### config.mk
export PLATFORM = sky130hd
export DESIGN_NAME = fir_seq_mac
export DESIGN_NICKNAME = d
export VERILOG_FILES = /design/src/rtl/fir_seq_mac.sv
export SDC_FILE = /design/constraint.sdc
export NUM_CORES = 1
export LEC_CHECK = 0
export ABC_AREA = 1
export CAP_MARGIN = 20
export CORE_ASPECT_RATIO = 2
export CORE_MARGIN = 2
export CORE_UTILIZATION = 40
export DETAILED_ROUTE_END_ITERATION = 10
export PLACE_DENSITY = 0.56
export SETUP_SLACK_MARGIN = 0.02
export SLEW_MARGIN = 20
export SYNTH_ARGS = -nofsm -noshare
export SYNTH_HDL_FRONTEND = slang
export SYNTH_SLANG_ARGS = --single-unit
### constraint.sdc
create_clock -name CLK -period 16.7 [get_ports CLK]
set_input_delay 3.34 -clock CLK [delete_from_list [all_inputs] [get_ports CLK]]
set_output_delay 3.34 -clock CLK [all_outputs]
set_load 0.02 [all_outputs]
### src/rtl/fir_seq_mac.sv
// ---------------------------------------------------------------------------
// fir_seq_mac
//
// Time-multiplexed FIR filter. A single multiplier-accumulator walks over the
// taps one per cycle, so the datapath stays the same size for any NTAPS.
//   y[n] = sum_{k=0}^{NTAPS-1} c[k] * x[n-k]   (c[0] multiplies the newest sample)
//
// Optional feature macro: FIR_SAT_EN
//   defined   -> output is clamped to the OUT_W signed range, out_sat flags it
//   undefined -> output wraps (low OUT_W bits), out_sat is tied to 0
//
// Ports
//   CLK         rising-edge clock
//   RST_N       asynchronous active-low reset (delay line 0, c[0]=1, others 0)
//   clr         synchronous flush: zero delay line, abort sample, keep coefs
//   in_data     signed input sample (DATA_W)
//   in_valid    sample offered
//   in_ready    block is idle and can accept a sample
//   coef_we     coefficient write strobe (honoured only while idle)
//   coef_addr   tap index of the write (clog2(NTAPS) bits)
//   coef_wdata  signed coefficient (COEF_W)
//   out_data    signed filtered sample (OUT_W), held between pulses
//   out_valid   one-cycle pulse marking a new out_data
//   out_sat     saturation flag for this out_data, qualified by out_valid
// ---------------------------------------------------------------------------
module fir_seq_mac #(
  parameter int DATA_W = 16,
  parameter int COEF_W = 8,
  parameter int NTAPS  = 8,
  parameter int ACC_W  = 32,
  parameter int OUT_W  = 16,
  parameter int SHIFT  = 0
) (
  input  logic                      CLK,
  input  logic                      RST_N,
  input  logic                      clr,
  input  logic signed [DATA_W-1:0]  in_data,
  input  logic                      in_valid,
  output logic                      in_ready,
  input  logic                      coef_we,
  input  logic [$clog2(NTAPS)-1:0]  coef_addr,
  input  logic signed [COEF_W-1:0]  coef_wdata,
  output logic signed [OUT_W-1:0]   out_data,
  output logic                      out_valid,
  output logic                      out_sat
);

  localparam int AW = $clog2(NTAPS);
  localparam int PW = DATA_W + COEF_W;
  localparam logic [AW-1:0] LAST_IDX  = AW'(NTAPS - 1);
  localparam logic [AW:0]   NTAPS_LIM = (AW + 1)'(NTAPS);

  typedef enum logic [1:0] {
    S_IDLE,
    S_MAC,
    S_OUT
  } state_t;

  state_t state, state_nxt;

  logic signed [DATA_W-1:0] xline [NTAPS];
  logic signed [COEF_W-1:0] coef  [NTAPS];
  logic        [AW-1:0]     idx;
  logic signed [ACC_W-1:0]  acc;

  logic                     accept;
  logic                     last_term;
  logic                     coef_ok;
  logic signed [PW-1:0]     x_ext;
  logic signed [PW-1:0]     c_ext;
  logic signed [PW-1:0]     prod;
  logic signed [ACC_W-1:0]  prod_ext;
  logic signed [ACC_W:0]    r;
  logic signed [OUT_W-1:0]  out_nxt;

  assign in_ready  = (state == S_IDLE);
  assign accept    = in_valid && in_ready;
  assign last_term = (idx == LAST_IDX);

  // Non-power-of-two tap counts leave addresses above NTAPS-1 that must be ignored.
  assign coef_ok = coef_we && (state == S_IDLE) && ({1'b0, coef_addr} < NTAPS_LIM);

  // Size casts keep the signedness, so both operands are sign-extended to the
  // full product width before the multiply.
  assign x_ext    = PW'(xline[idx]);
  assign c_ext    = PW'(coef[idx]);
  assign prod     = x_ext * c_ext;
  assign prod_ext = ACC_W'(prod);

  // State register.
  always_ff @(posedge CLK or negedge RST_N) begin
    if (!RST_N) begin
      state <= S_IDLE;
    end else begin
      state <= state_nxt;
    end
  end

  // Next-state logic; clr overrides every transition.
  always_comb begin
    state_nxt = state;
    case (state)
      S_IDLE:  if (accept) state_nxt = S_MAC;
      S_MAC:   if (last_term) state_nxt = S_OUT;
      S_OUT:   state_nxt = S_IDLE;
      default: state_nxt = S_IDLE;
    endcase
    if (clr) begin
      state_nxt = S_IDLE;
    end
  end

  // Delay line, coefficient bank and accumulator. Coefficients survive clr but
  // go back to the identity filter on reset.
  always_ff @(posedge CLK or negedge RST_N) begin
    if (!RST_N) begin
      for (int k = 0; k < NTAPS; k++) begin
        xline[k] <= '0;
        coef[k]  <= (k == 0) ? COEF_W'(1) : '0;
      end
      idx <= '0;
      acc <= '0;
    end else if (clr) begin
      for (int k = 0; k < NTAPS; k++) begin
        xline[k] <= '0;
      end
    end else begin
      if (accept) begin
        xline[0] <= in_data;
        for (int k = 1; k < NTAPS; k++) begin
          xline[k] <= xline[k-1];
        end
        acc <= '0;
        idx <= '0;
      end
      if (state == S_MAC) begin
        acc <= acc + prod_ext;
        idx <= idx + 1'b1;
      end
      if (coef_ok) begin
        coef[coef_addr] <= coef_wdata;
      end
    end
  end

  // Round-half-up before the arithmetic shift; one guard bit keeps the
  // rounding add from overflowing.
  generate
    if (SHIFT > 0) begin : g_round
      localparam logic signed [ACC_W:0] HALF = {{ACC_W{1'b0}}, 1'b1} << (SHIFT - 1);
      assign r = ($signed({acc[ACC_W-1], acc}) + HALF) >>> SHIFT;
    end else begin : g_noround
      assign r = {acc[ACC_W-1], acc};
    end
  endgenerate

`ifdef FIR_SAT_EN
  localparam logic signed [ACC_W:0] SAT_MAX = {{(ACC_W - OUT_W + 2){1'b0}}, {(OUT_W - 1){1'b1}}};
  localparam logic signed [ACC_W:0] SAT_MIN = {{(ACC_W - OUT_W + 2){1'b1}}, {(OUT_W - 1){1'b0}}};

  logic sat_hi;
  logic sat_lo;

  assign sat_hi  = (r > SAT_MAX);
  assign sat_lo  = (r < SAT_MIN);
  assign out_nxt = sat_hi ? SAT_MAX[OUT_W-1:0] :
                   sat_lo ? SAT_MIN[OUT_W-1:0] : r[OUT_W-1:0];

  // Output register with saturation flag.
  always_ff @(posedge CLK or negedge RST_N) begin
    if (!RST_N) begin
      out_data  <= '0;
      out_valid <= 1'b0;
      out_sat   <= 1'b0;
    end else begin
      out_valid <= 1'b0;
      if (!clr && (state == S_OUT)) begin
        out_data  <= out_nxt;
        out_valid <= 1'b1;
        out_sat   <= sat_hi || sat_lo;
      end
    end
  end
`else
  // Wrap-around narrowing; the discarded high bits are folded into a sink.
  logic unused_r_high;

  assign out_nxt       = r[OUT_W-1:0];
  assign unused_r_high = ^r[ACC_W:OUT_W];
  assign out_sat       = 1'b0;

  // Output register.
  always_ff @(posedge CLK or negedge RST_N) begin
    if (!RST_N) begin
      out_data  <= '0;
      out_valid <= 1'b0;
    end else begin
      out_valid <= 1'b0;
      if (!clr && (state == S_OUT)) begin
        out_data  <= out_nxt;
        out_valid <= 1'b1;
      end
    end
  end
`endif

endmodule

* Yosys cells after proc, flatten, opt, wreduce, memory -nomap -nowiden
Index checks and enable logic that the tools add are counted.
** Word-level totals
- Bits in registers :: 246
- Input bits :: 32
- Output and inout bits :: 19
- Logic and storage cells :: 66
** Cells by class
- Add/subtract/negate cells :: 2
- $mul :: 1
- Magnitude comparators :: 3
- Equal/unequal tests :: 5
- Muxes and demuxes :: 20
- Bitwise logic cells :: 3
- Reduce and logical (&&, ||, !) cells :: 11
** Operators with widths (number)
- $mux 128 :: 2
- $bwmux 64 :: 1
- $mux 32 :: 2
- $bmux 16 s3 :: 1
- $add 32x24->32 :: 1
- $mux 16 :: 2
- $bmux 8 s3 :: 1
- $demux 8 s3 :: 1
- $mul 16x8->24 :: 1
- $mux 8 :: 3
- $ge 4x4->1 const B :: 2
- $not 3->4 :: 2
- $mux 2 :: 3
- $mux 3 :: 2
- $reduce_and 2->1 :: 3
- $logic_and 1x1->1 :: 4
- $lt 4x1->1 const B :: 1
- $pmux 2 s2 :: 1
- $reduce_bool 2->1 :: 2
- $add 3x1->3 const B :: 1
- $eq 3x3->1 const B :: 1
- $ne 3x2->1 const B :: 1
- $ne 3x3->1 const B :: 1
- $eq 2x1->1 const B :: 1
- 5 further kinds :: 5

* Longest topological paths before layout
Gate-level depths: netlist of the first run.
- Depth after elaboration :: 7
- Depth in mapped cells :: 34

* Worst setup path before layout of the first run
OpenSTA, ideal clock, no wires.
- Path type :: reg2reg
- Start :: register idx[0]
- End :: register acc[12]
- Library setup time :: 0.132 ns
- Data arrival time :: 5.582 ns
- Data required time :: 16.568 ns
- Setup slack :: 10.985 ns
- Cell stages (with the launch flop) :: 29
- Path buffers :: 4
- Clock period less this slack :: 5.715 ns
- Cell sequence :: dfrtp_1 -> buf_6 -> inv_4 -> buf_6 -> buf_4 -> clkbuf_1 -> a21oi_1 -> o21ai_0 -> o21ai_0 -> nand2_1 -> nand2_1 -> inv_2 -> nor2_1 -> fa_1 -> inv_1 -> fa_1 -> inv_1 -> fa_1 -> fa_1 -> fa_1 -> ha_1 -> a21oi_1 -> o21ai_0 -> a21oi_1 -> or2_2 -> a21oi_1 -> or2_2 -> o21ai_0 -> o21ai_0
** On the way
- Word-level cells in the longest chain between the ends :: 7
- Elaborated cells between the ends (all ways) :: 10
** RTL lines
- start: declaration :: line 63 : logic [AW-1:0] idx;
- start signal: assignment :: line 138 : idx <= idx + 1'b1;
- $not 3->4 (implied by the code) * :: line 85, 86
- $bmux 16 s3 / $bmux 8 s3 (equally long branches) :: line 85, 86
- $mux 16 (implied by the code) / $mux 8 (equally long branches) (2 in a row) :: line 85, 86
- $mul 16x8->24 * :: line 87 : assign prod = x_ext * c_ext;
- $add 32x24->32 * :: line 137 : acc <= acc + prod_ext;
- $mux 32 * :: line 136 : if (state == S_MAC) begin
- end signal: assignment :: line 137
- end: declaration :: line 64 : logic signed [ACC_W-1:0] acc;
Every way passes the cells marked *; elsewhere a longest branch is shown, timed or not. The select of a mux whose other input is x is not followed.
A chain may end at the register's enable or synchronous reset.

* Worst setup path after layout of the first run
Ends and elaborated chain as after synthesis.

==> results of run 1 <==
cell type report:
type	count	area share [%]
clock buffer	36	4.291
clock inverter	3	0.3534
inverter	318	7.858
multi-input combinational	1045	41.94
sequential	230	37.83
tap	441	3.625
timing repair buffer	66	4.093
critical path: cells and delay by family (launching register included):
| family | cells | cell delay [ns] |
|---|---|---|
| buffers and inverters | 5 | 1.17 |
| AO/OA/AOI/OAI | 8 | 1.00 |
| flip-flops | 1 | 0.61 |
| AND/OR/NAND/NOR | 6 | 1.30 |
| adder cells (fa/ha/maj) | 6 | 2.74 |
logic make-up after synthesis:
family / synth area share [%]
AO/OA/AOI/OAI: 14.06
XOR/XNOR: 0.3187
adder cells (fa/ha/maj): 14.29
buffers and inverters: 11.93
flip-flops: 41.89
multiplexers: 0.6556
other: 0.02729
AND/OR/NAND/NOR: 16.83
per-layer routing:
layer  global-route usage [%]  share of wire, %  vias up
li1                         -                 -     5281
met1                    23.99                40     5304
met2                    37.30                53      212
met3                    1.903               3.1       72
met4                    8.333               4.1        0
met5                        0                 0        -
synth_stat cells (all sizes together), types with 2 or more instances:
cell / count / area share [%]
o21ai: 177 / 6.4
nand3: 79 / 3.0
o22ai: 68 / 3.1
clkbuf: 47 / 1.3
a22oi: 34 / 1.9
xnor2: 2 / 0.13
mux2: 8 / 0.66
dfrtp: 229 / 42
buf: 42 / 1.9
nand2: 409 / 11
a21oi: 59 / 2.1
nor2: 71 / 2.0
o32ai: 2 / 0.13
nor4: 4 / 0.27
nor3: 4 / 0.15
inv: 318 / 8.7
o211ai: 3 / 0.16
xor2: 3 / 0.19
or2: 2 / 0.091
ha: 37 / 3.4
fa: 75 / 11
state kept, by name, summed over array words and instances (netlist names):
name and cells:
xline 128, coef 64, acc 16, out_data 16, idx 3, state 2, out_valid 1
worst max path at each step:
stage,endpoint,start
floorplan,acc[12],idx[0]
global placement,acc[12],idx[0]
detailed placement,acc[12],idx[0]
CTS,acc[12],idx[0]
global route,acc[12],idx[0]
finish,acc[12],idx[0]
metrics by stage:
stage               std cells  cell area, um2
floorplan                1682           13740
global placement         2100           14510
finish                   2139           15220
CTS                      2139           15220
detailed placement       2100           14510
global route             2139           15220
==> impl_results.md, run 1 <==
- Core area: ~34000 um2
- Die ar.: between 30000 and 40000 um2
- Final cycle utilization of the critical path: 41.61%
- Die X: 135.1 um
- Crit-path max FO: 73
- Dominant synthesized flop cell: dfrtp_1
- Reg2reg start: idx[0]
- Final Setup Violations: 0
- IO Count: between 50 and 60
- # rows: 96
- Sequential share of the synthesized area: between 40% and 50%
- Worst-path clk slew: 0.06 ns
- Outcome: finished, final reports clean
- Storage cell area: 5759 um2
- Via count: 10869
- Hold Violations, Final: 0
- CTS Buffer Depth: 3
- Nets: about 1800
- Mapped cell area: 13740 um2
- Clock Root Buffer: clkbuf_16
- Rel. slew slack: 31.76%
- Commonest non-fill, non-tap cell in the layout: nand2_1
- All-Layer GR Usage: between 20% and 30%
- Hold WS: 0.4684 ns
- Cells after Synth: 1682
- Reg2reg end: acc[12]
- Max Cap Violations: 0
- CTS tree: yes
- Total CTS buffers: 22
- Worst-Skew Late Latency: 0.53 ns
- Initial antenna violation count: 0
- Synth warnings: 0
- Clk_skew: 0.009270 ns
- # fillers: roughly 3500
- First-pass GRT wire length: between 50000 and 60000 um
- CP endpoint kind: flop
- Final Max Tran Viols: 0
- Post-route ant nets: 0
- Post-DP HPWL: 24610 um
- Worst-margin pin slew: 1.020 ns
- Starting Density: between 40% and 50%
- Max Freq: 143.9 MHz
- WP data required: 17.15 ns
- Most frequent cells in the layout: 406 x nand2_1, 314 x inv_1, 227 x dfrtp_1
- Slowest stage delay, CP: 0.65 ns
- Via density: ~5.1
- Reg2Reg Depth: 25
- Worst Hold Launch: out_data[15]
- Placement Setup Slack: between 9 and 10 ns
- Port Buffers: 49
- RSZ-0062 raised after global routing: false
- Post-CTS sizing: 0
- Flops & latches, synth: 230
- Reg2reg setup slack: 9.75 ns
- Post-CTS Setup Inserts: 0
- Area of the multi-input gates: around 6400 um2
- Pin count of the biggest net entering global routing: 107
- Avg Inst Size Synth: roughly 8.2 um2
- Area Growth Syn to Fin: 10.77%
- Starting DRT DRC Count: 638
- Diodes inserted: 0
- Synth Net Count: 1826
- H-tree depth: 1
- Post-synth EDFFs: 0
- Vias in the first global route: between 10000 and 15000
- Overflow left after global routing: 0
- Crit path DAT: 7.40 ns
- Min-Delay Path Depth: 2
- CP Class: reg -> reg
- Critical Path Start Type: flop
- Most frequent cell on the critical path: fa_1
- DRC: 0
- CTS sink count: 230
- Drt pass-1 iters: 5
- Setup WS post-layout: 9.751 ns
- Final min period: 6.949 ns
- Hold path endpoint: out_data[15]
- Drt total wl: 35430 um
- Finished Core Util: 44.62%
- Min-delay worst type: reg -> reg
- DR WL/cell: around 17 um
- Synth async-reset ratio: between 90% and 100%
- CTS Hold Buffers Added: 0
- RePlAce Congestion: 0.9616
- Layout cells sized above 1: 4.711%
- Unique masters post-synth: 41
- Die height: around 270 um
- Slowest CP cell: buf_4
- Final setup TNS: 0 ns
Power of run 1 is not shown: default switching activity piles up to over one toggle a cycle in this logic, so the estimate is an artifact.
==> run 2: changes to the inputs <==
==> constraint.sdc (replaced) <==
create_clock -name CLK -period 7.28 [get_ports CLK]
set_input_delay 1.456 -clock CLK [delete_from_list [all_inputs] [get_ports CLK]]
set_output_delay 1.456 -clock CLK [all_outputs]
set_load 0.02 [all_outputs]
==> run 2 against run 1 <==
Sequential share of layout area fell by 0.20 points; fmax increased by 10%; critical path depth shrank 2; first-iteration DRC count shrank 5.5%; cell area up 0.53%; clock-buffer cell count unchanged; clock skew fell by 0.0012 ns; critical endpoint unchanged; wire length is 3.3% higher; non-clock buffer count is 12 higher; critical path type unchanged; global-route usage increased by 0.97 points.
==> impl_results.md, run 2 (synthesis gave the netlist of run 1 again) <==
- CTS Hold Buffers Added: 0 (unchanged)
- Reg2reg setup slack: 0.98 ns (-8.78 ns)
- Top flop regs: xline: 128 flops, coef: 64 flops
- Setup WS post-layout: 0.9757 ns (-8.776 ns)
- Slowest CP cell: buf_4
- Worst-path clk slew: 0.06 ns (about the same)
- Final Setup Violations: 0 (unchanged)
- CTS Buffer Depth: 3 (unchanged)
- # rows: 96 (unchanged)
- Via count: 10964 (+0.87%)
- All-Layer GR Usage: 21.28% (+0.97 points)
- Post-route ant nets: 0 (unchanged)
- RSZ-0062 raised after global routing: false
- Post-CTS Setup Inserts: 0 (unchanged)
- Overflow left after global routing: 0 (unchanged)
- Pin count of the biggest net entering global routing: 105 (-1.9%)
- Largest register FFs: 128 (unchanged)
- Starting DRT DRC Count: 603 (-5.5%)
- DRC: 0 (unchanged)
- Vias in the first global route: 11214 (+2.9%)
- Diodes inserted: 0 (unchanged)
- Drt total wl: 36580 um (+3.3%)
- Final setup TNS: 0 ns (unchanged)
- Reg2Reg Depth: 23 (-8.0%)
- Worst Hold Launch: out_data[15]
- # fillers: 3518 (+1.3%)
- CP endpoint kind: flop
- Crit-path max FO: 69 (-5.5%)
- Via density: 5.097 (+0.31%)
- Die X: 135.1 um (unchanged)
- IO Count: 51 (unchanged)
- Hold Violations, Final: 0 (unchanged)
- Placement Setup Slack: 0.9424 ns (-8.850 ns)
- Starting Density: 40.28% (unchanged)
- Worst-margin pin slew: 0.9526 ns (-0.06726 ns)
- Placed instance area: 14620 um2 (+0.71%)
- Layout cells sized above 1: 5.205% (+0.49 points)
- H-tree depth: 1 (unchanged)
- Drt pass-1 iters: 5 (unchanged)
- Top reg by flops: xline
- Most frequent cells in the layout: 406 x nand2_1, 314 x inv_1, 227 x dfrtp_1
- Critical Path Start Type: flop
- First-pass GRT wire length: 60180 um (+4.2%)
- Final min period: 6.304 ns (-0.6444 ns)
- Slowest stage delay, CP: 0.60 ns (-0.05 ns)
- Crit path buf inv count: 3 (-2)
- Clock Root Buffer: clkbuf_16
- Crit path DAT: 6.76 ns (-0.64 ns)
- Rel. slew slack: 36.50% (+4.7 points)
- WP data required: 7.73 ns (-9.42 ns)
- Post-CTS sizing: 0 (unchanged)
- Crit-path cells: buf_4 > nand2_1 > nand3_1 > nand3_1 > nand2_1 > nor2_1 > fa_1 > inv_1 > fa_1 > inv_1 > fa_1 > fa_1 > fa_1 > ha_1 > a21oi_1 > o21ai_0 > a21oi_1 > or2_2 > a21oi_1 > or2_2 > a21oi_1 > o21ai_0 > o21ai_0
- Die height: 266.1 um (unchanged)
- Max Freq: 158.6 MHz (+10%)
- Post-route cell area: 15300 um2 (+0.53%)
- CP Class: reg -> reg
- Area Growth Syn to Fin: 11.36%
- Commonest non-fill, non-tap cell in the layout: nand2_1
- Min-Delay Path Depth: 2 (unchanged)
- Most frequent cell on the critical path: fa_1
- Die ar.: 35940 um2 (unchanged)
- Final cycle utilization of the critical path: 86.60% (+45 points)
- Reg2reg start: idx[0]
- Cell family with most CP delay: adder cells
- RePlAce Congestion: 0.8856 (-7.9%)
- Core area: 34110 um2 (unchanged)
- Worst-Skew Late Latency: 0.54 ns (about the same)
- Hold path endpoint: out_data[15]
- Port Buffers: 49 (unchanged)
- CTS tree: yes
- Initial antenna violation count: 0 (unchanged)
- CTS sink count: 230 (unchanged)
- Max Cap Violations: 0 (unchanged)
- Post-DP HPWL: 25720 um (+4.5%)
- DR WL/cell: 17.01 um (+2.7%)
- Outcome: finished, final reports clean
- Final Max Tran Viols: 0 (unchanged)
- Finished Core Util: 44.86% (+0.24 points)
- Clk_skew: 0.008092 ns (-0.001178 ns)
- Reg2reg end: acc[12]
- Nets: 1839 (+0.66%)
- Min-delay worst type: reg -> reg
- Total CTS buffers: 22 (unchanged)
==> run 2: cell types whose count changed in the layout (fill, tap and decap cells not counted), sizes merged <==
| cell | delta |
|---|---|
| clkinv | +1 |
| buf | +12 |
| clkinvlp | -1 |
==> run 2: how the worst max path moves through the flow <==
stage	end	startpoint	depth (start not counted)
after CTS	acc[12]	idx[0]	24
after detailed placement	acc[12]	idx[0]	24
after floorplan	acc[12]	idx[0]	28
after global routing	acc[12]	idx[0]	23
after global placement	acc[12]	idx[0]	23
final	acc[12]	idx[0]	23
==> run 2: per-layer routing <==
metal	vias up	GRT usage (%)	part of all wire [%]
met1	5380	25.07	40
met3	78	2.112	2.9
li1	5301	-	-
met4	0	8.699	4.0
met2	205	39.09	53
met5	-	0	0
==> run 2: stage by stage <==
stage | hold slack, ns | instances
final | 0.4717 | 2151
after global routing | 0.4874 | 2151
after CTS | 0.4787 | 2151
after detailed placement | 0.4627 | 2112
after global placement | 0.4554 | 2112
after floorplan | 0.4478 | 1682
==> run 2: layout make-up <==
| type | instances | area [um2] | share of cell area [%] |
|---|---|---|---|
| clock buffer | 36 | 633.1 | 4.137 |
| sequential | 230 | 5759 | 37.63 |
| multi-input combinational | 1045 | 6382 | 41.71 |
| clock inverter | 3 | 55.05 | 0.3597 |
| timing repair buffer | 78 | 725.7 | 4.742 |
| inverter | 318 | 1196 | 7.816 |
| tap | 441 | 551.8 | 3.606 |
==> run 2: worst min-delay path, stage by stage, from the launching register on <==
cell     delay, ns
dfrtp_1       0.34
nand2_1       0.05
nand2_1       0.04
Power of run 2 is left out for the same reason.
